### src/rtl/pipeline_ctrl_pkg.sv
// +--------------------------------------------------------------------+
// | pipe_pkg: shared FSM state and forwarding-select encodings for     |
// | pipeline_ctrl.                                                     |
// | Rev 1.0                                                            |
// +--------------------------------------------------------------------+
`default_nettype none

package pipe_pkg;

  typedef enum logic [1:0] {
    ST_RUN  = 2'b00,
    ST_WAIT = 2'b01,
    ST_HALT = 2'b10
  } state_e;

  localparam logic [1:0] FWD_RF  = 2'b00;
  localparam logic [1:0] FWD_WB  = 2'b01;
  localparam logic [1:0] FWD_MEM = 2'b10;

  // x0 is hard-wired zero, so it never takes a forwarded value.
  function automatic logic [1:0] fwd_select(
    input logic [4:0] rs,
    input logic [4:0] mem_rd,
    input logic       mem_we,
    input logic [4:0] wb_rd,
    input logic       wb_we
  );
    if (rs != 5'd0 && mem_we && mem_rd == rs) return FWD_MEM;
    if (rs != 5'd0 && wb_we && wb_rd == rs)   return FWD_WB;
    return FWD_RF;
  endfunction

endpackage

`default_nettype wire

### src/rtl/pipeline_ctrl_if.sv
// +--------------------------------------------------------------------+
// | pipeline_ctrl_if: decoder/hazard inputs and pipeline enables,      |
// | flushes and forwarding selects of pipeline_ctrl.                   |
// | Rev 1.0                                                            |
// +--------------------------------------------------------------------+
`default_nettype none

interface pipeline_ctrl_if;

  logic [4:0] id_rs1_i;
  logic [4:0] id_rs2_i;
  logic       id_use_rs1_i;
  logic       id_use_rs2_i;
  logic [4:0] ex_rs1_i;
  logic [4:0] ex_rs2_i;
  logic [4:0] ex_rd_i;
  logic       ex_mem_read_i;
  logic       ex_redirect_i;
  logic [4:0] mem_rd_i;
  logic       mem_reg_write_i;
  logic [4:0] wb_rd_i;
  logic       wb_reg_write_i;
  logic       dmem_req_i;
  logic       dmem_ready_i;
  logic       pc_we_o;
  logic       if_id_we_o;
  logic       id_ex_we_o;
  logic       ex_mem_we_o;
  logic       mem_wb_we_o;
  logic       if_id_flush_o;
  logic       id_ex_flush_o;
  logic [1:0] fwd_a_o;
  logic [1:0] fwd_b_o;
  logic       halted_o;
  logic [1:0] state_o;

  modport master (
    output id_rs1_i, id_rs2_i, id_use_rs1_i, id_use_rs2_i,
           ex_rs1_i, ex_rs2_i, ex_rd_i, ex_mem_read_i, ex_redirect_i,
           mem_rd_i, mem_reg_write_i, wb_rd_i, wb_reg_write_i,
           dmem_req_i, dmem_ready_i,
    input  pc_we_o, if_id_we_o, id_ex_we_o, ex_mem_we_o, mem_wb_we_o,
           if_id_flush_o, id_ex_flush_o, fwd_a_o, fwd_b_o, halted_o, state_o
  );

  modport slave (
    input  id_rs1_i, id_rs2_i, id_use_rs1_i, id_use_rs2_i,
           ex_rs1_i, ex_rs2_i, ex_rd_i, ex_mem_read_i, ex_redirect_i,
           mem_rd_i, mem_reg_write_i, wb_rd_i, wb_reg_write_i,
           dmem_req_i, dmem_ready_i,
    output pc_we_o, if_id_we_o, id_ex_we_o, ex_mem_we_o, mem_wb_we_o,
           if_id_flush_o, id_ex_flush_o, fwd_a_o, fwd_b_o, halted_o, state_o
  );

endinterface

`default_nettype wire

### src/rtl/fwd_unit.sv
// +--------------------------------------------------------------------+
// | fwd_unit: combinational EX operand forwarding selects, MEM stage   |
// | has priority over WB.                                              |
// | Rev 1.0                                                            |
// +--------------------------------------------------------------------+
`default_nettype none

module fwd_unit
  import pipe_pkg::*;
(
  input  logic [4:0] ex_rs1,
  input  logic [4:0] ex_rs2,
  input  logic [4:0] mem_rd,
  input  logic       mem_reg_write,
  input  logic [4:0] wb_rd,
  input  logic       wb_reg_write,
  output logic [1:0] fwd_a,
  output logic [1:0] fwd_b
);

  assign fwd_a = fwd_select(ex_rs1, mem_rd, mem_reg_write, wb_rd, wb_reg_write);
  assign fwd_b = fwd_select(ex_rs2, mem_rd, mem_reg_write, wb_rd, wb_reg_write);

endmodule

`default_nettype wire

### src/rtl/pipeline_ctrl.sv
// +--------------------------------------------------------------------+
// | pipeline_ctrl: 5-stage RV32I hazard/sequencing controller with     |
// | memory-wait FSM and timeout halt. Optional counters: PIPE_PERF_CNT_EN|
// | Rev 1.0                                                            |
// +--------------------------------------------------------------------+
`default_nettype none

module pipeline_ctrl
  import pipe_pkg::*;
#(
  parameter int MAX_WAIT = 15,
  parameter int WAIT_W   = 8,
  parameter int CNT_W    = 32
) (
  input  logic             clk_i,
  input  logic             reset_ni,
  pipeline_ctrl_if.slave   bus
`ifdef PIPE_PERF_CNT_EN
  ,
  output logic [CNT_W-1:0] stall_cnt_o,
  output logic [CNT_W-1:0] flush_cnt_o
`endif
);

  state_e            r_state, w_state_nxt;
  logic [WAIT_W-1:0] r_wait_cnt, w_wait_cnt_nxt;
  logic              w_luh, w_service;
  logic              w_pc_we, w_if_id_we, w_id_ex_we, w_ex_mem_we, w_mem_wb_we;
  logic              w_if_id_flush, w_id_ex_flush;
  logic [1:0]        w_fwd_a, w_fwd_b;

  fwd_unit u_fwd (
    .ex_rs1        (bus.ex_rs1_i),
    .ex_rs2        (bus.ex_rs2_i),
    .mem_rd        (bus.mem_rd_i),
    .mem_reg_write (bus.mem_reg_write_i),
    .wb_rd         (bus.wb_rd_i),
    .wb_reg_write  (bus.wb_reg_write_i),
    .fwd_a         (w_fwd_a),
    .fwd_b         (w_fwd_b)
  );

  assign w_luh = bus.ex_mem_read_i && (bus.ex_rd_i != 5'd0) &&
                 ((bus.id_use_rs1_i && bus.id_rs1_i == bus.ex_rd_i) ||
                  (bus.id_use_rs2_i && bus.id_rs2_i == bus.ex_rd_i));

  always_ff @(posedge clk_i or negedge reset_ni) begin
    if (!reset_ni) begin
      r_state    <= ST_RUN;
      r_wait_cnt <= '0;
    end else begin
      r_state    <= w_state_nxt;
      r_wait_cnt <= w_wait_cnt_nxt;
    end
  end

  always_comb begin
    w_state_nxt    = r_state;
    w_wait_cnt_nxt = r_wait_cnt;
    w_service      = 1'b0;
    w_pc_we        = 1'b0;
    w_if_id_we     = 1'b0;
    w_id_ex_we     = 1'b0;
    w_ex_mem_we    = 1'b0;
    w_mem_wb_we    = 1'b0;
    w_if_id_flush  = 1'b0;
    w_id_ex_flush  = 1'b0;

    case (r_state)
      ST_RUN: begin
        if (bus.dmem_req_i && !bus.dmem_ready_i) begin
          w_state_nxt    = ST_WAIT;
          w_wait_cnt_nxt = WAIT_W'(1);
        end else begin
          w_service = 1'b1;
        end
      end
      ST_WAIT: begin
        if (bus.dmem_ready_i) begin
          w_service      = 1'b1;
          w_state_nxt    = ST_RUN;
          w_wait_cnt_nxt = '0;
        end else if (r_wait_cnt == WAIT_W'(MAX_WAIT)) begin
          w_state_nxt = ST_HALT;
        end else begin
          w_wait_cnt_nxt = r_wait_cnt + WAIT_W'(1);
        end
      end
      ST_HALT: ;
      default: w_state_nxt = ST_RUN;
    endcase

    // Redirect squashes the ID instruction, so it wins over a load-use stall.
    if (w_service) begin
      w_ex_mem_we = 1'b1;
      w_mem_wb_we = 1'b1;
      w_id_ex_we  = 1'b1;
      if (bus.ex_redirect_i) begin
        w_pc_we       = 1'b1;
        w_if_id_we    = 1'b1;
        w_if_id_flush = 1'b1;
        w_id_ex_flush = 1'b1;
      end else if (w_luh) begin
        w_id_ex_flush = 1'b1;
      end else begin
        w_pc_we    = 1'b1;
        w_if_id_we = 1'b1;
      end
    end

    if (!reset_ni) begin
      w_pc_we       = 1'b0;
      w_if_id_we    = 1'b0;
      w_id_ex_we    = 1'b0;
      w_ex_mem_we   = 1'b0;
      w_mem_wb_we   = 1'b0;
      w_if_id_flush = 1'b1;
      w_id_ex_flush = 1'b1;
    end
  end

  assign bus.pc_we_o       = w_pc_we;
  assign bus.if_id_we_o    = w_if_id_we;
  assign bus.id_ex_we_o    = w_id_ex_we;
  assign bus.ex_mem_we_o   = w_ex_mem_we;
  assign bus.mem_wb_we_o   = w_mem_wb_we;
  assign bus.if_id_flush_o = w_if_id_flush;
  assign bus.id_ex_flush_o = w_id_ex_flush;
  assign bus.fwd_a_o       = reset_ni ? w_fwd_a : FWD_RF;
  assign bus.fwd_b_o       = reset_ni ? w_fwd_b : FWD_RF;
  assign bus.halted_o      = (r_state == ST_HALT);
  assign bus.state_o       = r_state;

`ifdef PIPE_PERF_CNT_EN
  logic [CNT_W-1:0] r_stall_cnt, r_flush_cnt;

  always_ff @(posedge clk_i or negedge reset_ni) begin
    if (!reset_ni) begin
      r_stall_cnt <= '0;
      r_flush_cnt <= '0;
    end else begin
      if (!w_pc_we && r_state != ST_HALT) r_stall_cnt <= r_stall_cnt + CNT_W'(1);
      if (w_if_id_flush)                  r_flush_cnt <= r_flush_cnt + CNT_W'(1);
    end
  end

  assign stall_cnt_o = r_stall_cnt;
  assign flush_cnt_o = r_flush_cnt;
`endif

endmodule

`default_nettype wire

### src/flat_wrapper.sv
// flat-port wrapper written by rule: the top's interface ports become plain ports
module pipeline_ctrl_flat import pipe_pkg::*;
#(
  parameter int MAX_WAIT = 15,
  parameter int WAIT_W   = 8,
  parameter int CNT_W    = 32
)
  (clk_i, reset_ni, bus_id_rs1_i, bus_id_rs2_i, bus_id_use_rs1_i, bus_id_use_rs2_i, bus_ex_rs1_i, bus_ex_rs2_i, bus_ex_rd_i, bus_ex_mem_read_i, bus_ex_redirect_i, bus_mem_rd_i, bus_mem_reg_write_i, bus_wb_rd_i, bus_wb_reg_write_i, bus_dmem_req_i, bus_dmem_ready_i, bus_pc_we_o, bus_if_id_we_o, bus_id_ex_we_o, bus_ex_mem_we_o, bus_mem_wb_we_o, bus_if_id_flush_o, bus_id_ex_flush_o, bus_fwd_a_o, bus_fwd_b_o, bus_halted_o, bus_state_o);
  pipeline_ctrl_if bus_i ();
  input  logic clk_i;
  input  logic reset_ni;
  input wire logic [$bits(bus_i.id_rs1_i)-1:0] bus_id_rs1_i;
  input wire logic [$bits(bus_i.id_rs2_i)-1:0] bus_id_rs2_i;
  input wire logic [$bits(bus_i.id_use_rs1_i)-1:0] bus_id_use_rs1_i;
  input wire logic [$bits(bus_i.id_use_rs2_i)-1:0] bus_id_use_rs2_i;
  input wire logic [$bits(bus_i.ex_rs1_i)-1:0] bus_ex_rs1_i;
  input wire logic [$bits(bus_i.ex_rs2_i)-1:0] bus_ex_rs2_i;
  input wire logic [$bits(bus_i.ex_rd_i)-1:0] bus_ex_rd_i;
  input wire logic [$bits(bus_i.ex_mem_read_i)-1:0] bus_ex_mem_read_i;
  input wire logic [$bits(bus_i.ex_redirect_i)-1:0] bus_ex_redirect_i;
  input wire logic [$bits(bus_i.mem_rd_i)-1:0] bus_mem_rd_i;
  input wire logic [$bits(bus_i.mem_reg_write_i)-1:0] bus_mem_reg_write_i;
  input wire logic [$bits(bus_i.wb_rd_i)-1:0] bus_wb_rd_i;
  input wire logic [$bits(bus_i.wb_reg_write_i)-1:0] bus_wb_reg_write_i;
  input wire logic [$bits(bus_i.dmem_req_i)-1:0] bus_dmem_req_i;
  input wire logic [$bits(bus_i.dmem_ready_i)-1:0] bus_dmem_ready_i;
  output wire logic [$bits(bus_i.pc_we_o)-1:0] bus_pc_we_o;
  output wire logic [$bits(bus_i.if_id_we_o)-1:0] bus_if_id_we_o;
  output wire logic [$bits(bus_i.id_ex_we_o)-1:0] bus_id_ex_we_o;
  output wire logic [$bits(bus_i.ex_mem_we_o)-1:0] bus_ex_mem_we_o;
  output wire logic [$bits(bus_i.mem_wb_we_o)-1:0] bus_mem_wb_we_o;
  output wire logic [$bits(bus_i.if_id_flush_o)-1:0] bus_if_id_flush_o;
  output wire logic [$bits(bus_i.id_ex_flush_o)-1:0] bus_id_ex_flush_o;
  output wire logic [$bits(bus_i.fwd_a_o)-1:0] bus_fwd_a_o;
  output wire logic [$bits(bus_i.fwd_b_o)-1:0] bus_fwd_b_o;
  output wire logic [$bits(bus_i.halted_o)-1:0] bus_halted_o;
  output wire logic [$bits(bus_i.state_o)-1:0] bus_state_o;
  assign bus_i.id_rs1_i = bus_id_rs1_i;
  assign bus_i.id_rs2_i = bus_id_rs2_i;
  assign bus_i.id_use_rs1_i = bus_id_use_rs1_i;
  assign bus_i.id_use_rs2_i = bus_id_use_rs2_i;
  assign bus_i.ex_rs1_i = bus_ex_rs1_i;
  assign bus_i.ex_rs2_i = bus_ex_rs2_i;
  assign bus_i.ex_rd_i = bus_ex_rd_i;
  assign bus_i.ex_mem_read_i = bus_ex_mem_read_i;
  assign bus_i.ex_redirect_i = bus_ex_redirect_i;
  assign bus_i.mem_rd_i = bus_mem_rd_i;
  assign bus_i.mem_reg_write_i = bus_mem_reg_write_i;
  assign bus_i.wb_rd_i = bus_wb_rd_i;
  assign bus_i.wb_reg_write_i = bus_wb_reg_write_i;
  assign bus_i.dmem_req_i = bus_dmem_req_i;
  assign bus_i.dmem_ready_i = bus_dmem_ready_i;
  assign bus_pc_we_o = bus_i.pc_we_o;
  assign bus_if_id_we_o = bus_i.if_id_we_o;
  assign bus_id_ex_we_o = bus_i.id_ex_we_o;
  assign bus_ex_mem_we_o = bus_i.ex_mem_we_o;
  assign bus_mem_wb_we_o = bus_i.mem_wb_we_o;
  assign bus_if_id_flush_o = bus_i.if_id_flush_o;
  assign bus_id_ex_flush_o = bus_i.id_ex_flush_o;
  assign bus_fwd_a_o = bus_i.fwd_a_o;
  assign bus_fwd_b_o = bus_i.fwd_b_o;
  assign bus_halted_o = bus_i.halted_o;
  assign bus_state_o = bus_i.state_o;
  pipeline_ctrl #(.MAX_WAIT(MAX_WAIT), .WAIT_W(WAIT_W), .CNT_W(CNT_W)) u_core (.clk_i(clk_i), .reset_ni(reset_ni), .bus(bus_i));
endmodule
### config.mk
export PLATFORM = sky130hd
export DESIGN_NAME = pipeline_ctrl_flat
export DESIGN_NICKNAME = d
export VERILOG_FILES = /design/src/rtl/pipeline_ctrl_pkg.sv /design/src/rtl/pipeline_ctrl_if.sv /design/src/rtl/fwd_unit.sv /design/src/rtl/pipeline_ctrl.sv /design/src/flat_wrapper.sv
export SDC_FILE = /design/constraint.sdc
export NUM_CORES = 1
export LEC_CHECK = 0
export ABC_CLOCK_PERIOD_IN_PS = 7300
export BUFFER_PORTS_ARGS = -buffer_cell sky130_fd_sc_hd__buf_4
export CELL_PAD_IN_SITES_DETAIL_PLACEMENT = 0
export CELL_PAD_IN_SITES_GLOBAL_PLACEMENT = 2
export CORE_UTILIZATION = 27
export CTS_CLUSTER_DIAMETER = 40
export CTS_CLUSTER_SIZE = 28
export DETAILED_ROUTE_END_ITERATION = 16
export PLACE_DENSITY = 0.92
export SETUP_SLACK_MARGIN = 0.5
export SYNTH_ARGS = -nofsm -noshare
export SYNTH_HDL_FRONTEND = slang
export SYNTH_HIERARCHICAL = 1
export SYNTH_SLANG_ARGS = --single-unit
### constraint.sdc
create_clock -name clk_i -period 7.3 [get_ports clk_i]
set_clock_uncertainty 0.15 [all_clocks]
set_input_delay 2.19 -clock clk_i [delete_from_list [all_inputs] [get_ports clk_i]]
set_output_delay 2.19 -clock clk_i [all_outputs]
set_load 0.005 [all_outputs]
==> out/metrics.yaml, run 1 <==
synth.avg_cell_area_um2: 9.02
dr.pass1.iters: 4
synthesis.area_um2: 1130
htreeDepth: 1
fmax_mhz: 174
grt_usage_pct: 15.4
crit_type: "input port to output port"
hold_violations: 0
tightest_slew_ns: 0.441
cts_buffer_depth: 2
gp_congestion: 0.820
routed_via_density: 5.05
port_buffers: 58
dp_hpwl_um: 2620
period_needed_ns: 5.76
setup_tns_ns: 0
wire_per_inst_um: 13.5
hold_path_class: "flop to flop"
clock_latency_ns: 0.23
rr_startpoint: "u_core/r_wait_cnt[0]"
dieArea_um2: 4440
start_util_pct: 28.2
synth_most_common_cell: "xor2_1"
hold_path_depth: 1
synth_area_leaders: "dfrtp_1 22%, xor2_1 12%, xnor2_1 11%, and2_1 3.9%, o21ai_1 3.1%"
worstPathRequired_ns: 4.96
ir_drop_mv: 0.0560
yosysWarnings: 6
syn_nets: 171
rsz0062_at_grt: "false"
ios: 59
yosys.area_share.simple_pct: 26.1
grt_pass1_wl_um: 5270
fp-row-count: 23
period_share_pct: 78.9
min_from: "u_core/r_wait_cnt[1]"
final_max_slew_viol_count: 0
powerDensity_nw_per_um2: 120
worst_r2r_path_depth: 5
num_vias: 1166
synthCells: 125
post-route-util_pct: 40.8
core_um2: 4000
path_clk_slew_ns: 0.05
synth.area.mux_share_pct: 0
maxCapViolCount: 0
synth-xor-area-share_pct: 23.3
die_h_um: 66.6
synth_top_family_by_area: "simple AND/OR/NAND/NOR gates"
drt_iter0_markers: 32
hold_end: "u_core/r_wait_cnt[1]"
synth_compound_area_share_pct: 22.2
r2r_end: "u_core/r_wait_cnt[1]"
numCtsBuffers: 3
nFillCells: 397
status: "completed"
relSlewSlack_pct: 70.4
critical_path_peak_fanout: 3
drive_above_1_share_pct: 39.8
synth_edf_count: 0
areaGrowthSynthToFinish_pct: 44.6
cts_tree: "yes"
finalNetCount: 228
grt_pass1_vias: 1189
antenna_found_initial: 0
crit_arrival_ns: 3.42
synth.yosys.seq_area_share_pct: 22.2
cts_hold_buffers: 0
totalWireLength_um: 3130
leakage_nw: 0.746
critPathCaptureType: "output port"
grt_max_degree: 18
synth_top_flop_cell: "dfrtp_1"
synth.distinct_cells: 46
cts-resized-gates: 0
yosys.area.top_type_share_pct: 22.2
cts_post_setup_buffers_inserted: 0
drc_errors: 0
yosys.area_share.adder_pct: 1.11
ys_async_sr_fraction_pct: 100
startpoint_type: "input port"
worst-r2r-setup-slack_ns: 5.58
yosysTopAreaCell: "dfrtp_1"
diodes: 0
netlist_top_cells_count: "16 x xor2_1, 14 x xnor2_1, 10 x dfrtp_1"
grt_overflow: 0
synth_seq_cells: 10
setup_violations: 0
drtAntennaViolNets: 0
cts_root_buf: "clkbuf_8"
die_w_um: 66.6
cts_sinks: 10
## how the worst max path moves through the flow
| stage | end | slack (ns) | startpoint | cells past startpoint |
|---|---|---|---|---|
| floorplan | bus_pc_we_o | 1.79 | bus_ex_rd_i[3] | 5 |
| global placement | bus_fwd_b_o[1] | 1.54 | bus_ex_rs2_i[1] | 6 |
| detailed placement | bus_fwd_a_o[1] | 1.53 | bus_ex_rs1_i[1] | 6 |
| CTS | bus_fwd_a_o[1] | 1.53 | bus_ex_rs1_i[1] | 6 |
| global route | bus_fwd_b_o[1] | 1.48 | bus_ex_rs2_i[1] | 6 |
| finish | bus_fwd_a_o[1] | 1.54 | bus_ex_rs1_i[1] | 6 |
## per-layer routing
layer  global-route usage (%)  up-vias  wire (um)
li1                         -      572          -
met1                     16.8      554       1260
met2                     30.2       38       1690
met3                     2.05        2        149
met4                     4.26        0         24
met5                        0        -          0
## metrics by stage
stage | worst slack [ns] | cells | power, W | area (um2) | hold WS (ns)
floorplan | 1.79 | 125 | 0.0000925 | 1130 | 0.318
global placement | 1.54 | 227 | 0.000126 | 1580 | 0.338
detailed placement | 1.53 | 227 | 0.000128 | 1580 | 0.373
CTS | 1.53 | 231 | 0.000199 | 1630 | 0.385
global route | 1.48 | 231 | 0.000207 | 1630 | 0.409
finish | 1.54 | 231 | 0.000196 | 1630 | 0.383
## registers in the layout, indices dropped and copies added (netlist names)
register / count
u_core/bus.state_o: 2
u_core/r_wait_cnt: 8
## logic make-up after synthesis
kind of cell,count (synthesis)
AOI/OAI and AO/OA,31
xor gates and xnor gates,30
adders and majority gates,1
buffers and inverters,8
DFF,10
and+or+nand+nor,45
## where the power goes
group / internal [W] / leakage [nW] / switching [W]
sequential: 0.0000582 / 0.135 / 0.00000353
combinational: 0.0000365 / 0.582 / 0.0000283
clock: 0.0000474 / 0.0288 / 0.0000219
total: 0.000142 / 0.746 / 0.0000538
## worst max-delay path: stages
cell and delay [ns]:
buf_4 0.12, or4_1 0.51, nor2_1 0.13, and3b_1 0.19, and2_1 0.15, buf_4 0.13
## final cells by class
type	count	area [um2]	area share (%)
sequential	10	250	15.3
timing repair buffer	58	435	26.7
clock buffer	4	55.1	3.38
inverter	2	7.51	0.460
multi-input combinational	107	820	50.3
tap	50	62.6	3.84
## placed cells by master, fill, tap and decap left out, types with 3 or more instances in the layout
cell type | Yosys | layout
and2_1 | 7 | 7
o21ai_1 | 7 | 7
nor2_1 | 7 | 7
nor4_1 | 3 | 3
nand2_1 | 5 | 5
or4_1 | 3 | 3
xor2_1 | 16 | 16
buf_4 | 3 | 58
nand4_1 | 4 | 4
xnor2_1 | 14 | 14
dfrtp_1 | 10 | 10
a21o_1 | 3 | 3
clkbuf_8 | 0 | 4
No activity file was read; power rests on OpenSTA's default activity.
==> inputs of run 2 (changes only) <==
- ABC_CLOCK_PERIOD_IN_PS: 7300 -> 4750
- CORE_UTILIZATION: 27 -> 22
- PLACE_DENSITY: 0.92 -> 0.81
- clock period: 7.3 -> 4.75 ns (I/O delays scaled with it)
==> run 2 against run 1 <==
Net effect: critical path depth unchanged; die area increased by 22%; clock power increased by 56%; critical path type unchanged; largest cell class unchanged.
==> out/metrics.yaml, run 2 (synthesis gave the netlist of run 1 again) <==
dieArea_um2: 5410  # was 4440 um2
port_buffers: 58  # unchanged
ios: 59  # unchanged
numCtsBuffers: 3  # unchanged
drtAntennaViolNets: 0  # unchanged
rr_startpoint: "u_core/r_wait_cnt[0]"  # unchanged
htreeDepth: 1  # unchanged
nFillCells: 508  # was 397
maxCapViolCount: 0  # unchanged
cts_buffer_depth: 2  # unchanged
ir_drop_mv: 0.0617  # was 0.0560 mV
crit_arrival_ns: 2.65  # was 3.42 ns
antenna_found_initial: 0  # unchanged
setup_violations: 0  # unchanged
cts_tree: "yes"  # unchanged
tightest_slew_ns: 0.398  # was 0.441 ns
clock_latency_ns: 0.24  # was 0.23 ns
drt_iter0_markers: 52  # was 32
fp-row-count: 25  # was 23
largest_register: "u_core/r_wait_cnt"  # unchanged
mostFrequentLayoutCells: "55 x buf_4, 14 x xor2_1, 14 x xnor2_1"  # was 58 x buf_4, 16 x xor2_1, 14 x xnor2_1
dr.pass1.iters: 4  # unchanged
startpoint_type: "input port"  # unchanged
cp-startpoint: "bus_ex_rs1_i[1]"  # unchanged
drive_above_1_share_pct: 43.1  # was 39.8%
critPathCaptureType: "output port"  # unchanged
start_util_pct: 23.4  # was 28.2%
fmax_mhz: 237
hold_path_class: "flop to flop"  # unchanged
period_share_pct: 88.9
grt_usage_pct: 11.5  # was 15.4%
status: "completed"  # unchanged
setup_tns_ns: 0  # unchanged
path_clk_slew_ns: 0.05  # about the same
worstPathRequired_ns: 3.17  # was 4.96 ns
diodes: 0  # unchanged
critical_path_peak_fanout: 3  # unchanged
die_w_um: 73.6  # was 66.6 um
setup_ws_ns: 0.528  # was 1.54 ns
relSlewSlack_pct: 72.8  # was 70.4%
dp_hpwl_um: 2440  # was 2620 um
die_h_um: 73.6  # was 66.6 um
largest_register_ff_count: 8  # unchanged
wire_per_inst_um: 12.1  # was 13.5 um
areaGrowthSynthToFinish_pct: 50.2  # was 44.6%
gp_congestion: 0.790  # was 0.820
hold_violations: 0  # unchanged
path_cells: "buf_4 > or4_1 > nor2_2 > and3b_1 > and2_1 > buf_4"  # was buf_4 > or4_1 > nor2_1 > and3b_1 > and2_1 > buf_4
powerDensity_nw_per_um2: 180  # was 120 nW/um2
hold_path_depth: 1  # unchanged
grt_overflow: 0  # unchanged
num_vias: 1132  # was 1166
cts_root_buf: "clkbuf_8"  # unchanged
final_max_slew_viol_count: 0  # unchanged
max_stage_delay_ns: 0.54  # was 0.51 ns
critPathSlowestCell: "or4_1"  # unchanged
leakage_nw: 0.754  # was 0.746 nW
rsz0062_at_grt: "true"  # was false
totalWireLength_um: 2990  # was 3130 um
cts_sinks: 10  # unchanged
drc_errors: 0  # unchanged
crit_type: "input port to output port"  # unchanged
period_needed_ns: 4.22
routed_via_density: 4.56  # was 5.05
grt_pass1_wl_um: 4930  # was 5270 um
grt_pass1_vias: 1159  # was 1189
finalNetCount: 228  # unchanged
dp_slack_ns: 0.509  # was 1.53 ns
min_from: "u_core/r_wait_cnt[3]"  # was u_core/r_wait_cnt[1]
worst_r2r_path_depth: 5  # unchanged
core_um2: 4820  # was 4000 um2
cp_common_cell: "buf_4"  # unchanged
grt_max_degree: 18  # unchanged
layout_commonest_cell: "buf_4"  # unchanged
==> run 2: cell count changes in the layout (fill, tap and decap cells not counted), moves of 2 or more <==
cell / before / now
buf_4: 58 / 55
buf_6: 0 / 3
xor2_2: 0 / 2
xor2_1: 16 / 14
nor2_2: 0 / 2
nor2_1: 7 / 5
==> run 2: per-stage QoR <==
stage	cells	utilization [%]	instance area, um2	total power, W	hold WS [ns]
after floorplan	125	-	1130	0.000142	0.318
after global placement	244	33.1	1600	0.000197	0.350
after detailed placement	244	33.1	1600	0.000196	0.356
after CTS	248	34.3	1650	0.000305	0.372
after global routing	248	35.1	1690	0.000324	0.396
final	248	35.1	1690	0.000305	0.382
==> run 2: worst paths after layout <==
check                      slack (ns)                   end
hold / removal                   0.38  u_core/r_wait_cnt[3]
setup reg to reg                 3.01  u_core/r_wait_cnt[1]
min in group asynchronous        0.88  u_core/r_wait_cnt[3]
setup / recovery                 0.53        bus_fwd_a_o[1]
hold reg to reg                  0.38  u_core/r_wait_cnt[3]
max in group asynchronous        3.40  u_core/r_wait_cnt[5]
==> run 2: final cells by class <==
class	count	area (um2)	area share (%)
Timing Repair Buffer	58	447	26.4
Inverter	2	7.51	0.443
Multi-Input combinational cell	107	850	50.2
Clock buffer	4	55.1	3.25
Sequential cell	10	250	14.8
Tap cell	67	83.8	4.95
==> run 2: report_power, final <==
| part | switching [W] | internal (W) | leakage [nW] |
|---|---|---|---|
| sequential | 0.00000543 | 0.0000894 | 0.135 |
| clock | 0.0000346 | 0.0000730 | 0.0288 |
| combinational | 0.0000450 | 0.0000580 | 0.590 |
==> run 2: worst max-delay path, delay by kind of cell <==
family	cells	cell delay, ns
buffers and inverters	2	0.25
AND/OR/NAND/NOR	4	0.96
==> run 2: what timing repair did <==
item                       4_1_cts  5_1_grt
setup endpoints to repair        0        5
hold buffers                     0        0
resized for setup                0        9
buffers inserted                 0        0
==> run 2: metal layers <==
metal / global-route usage, % / routed length [um] / vias up
met3: 1.78 / 149 / 2
met4: 3.21 / 14 / 0
li1: - / - / 572
met2: 20.2 / 1480 / 36
met1: 14.4 / 1340 / 522
met5: 0 / 0 / -
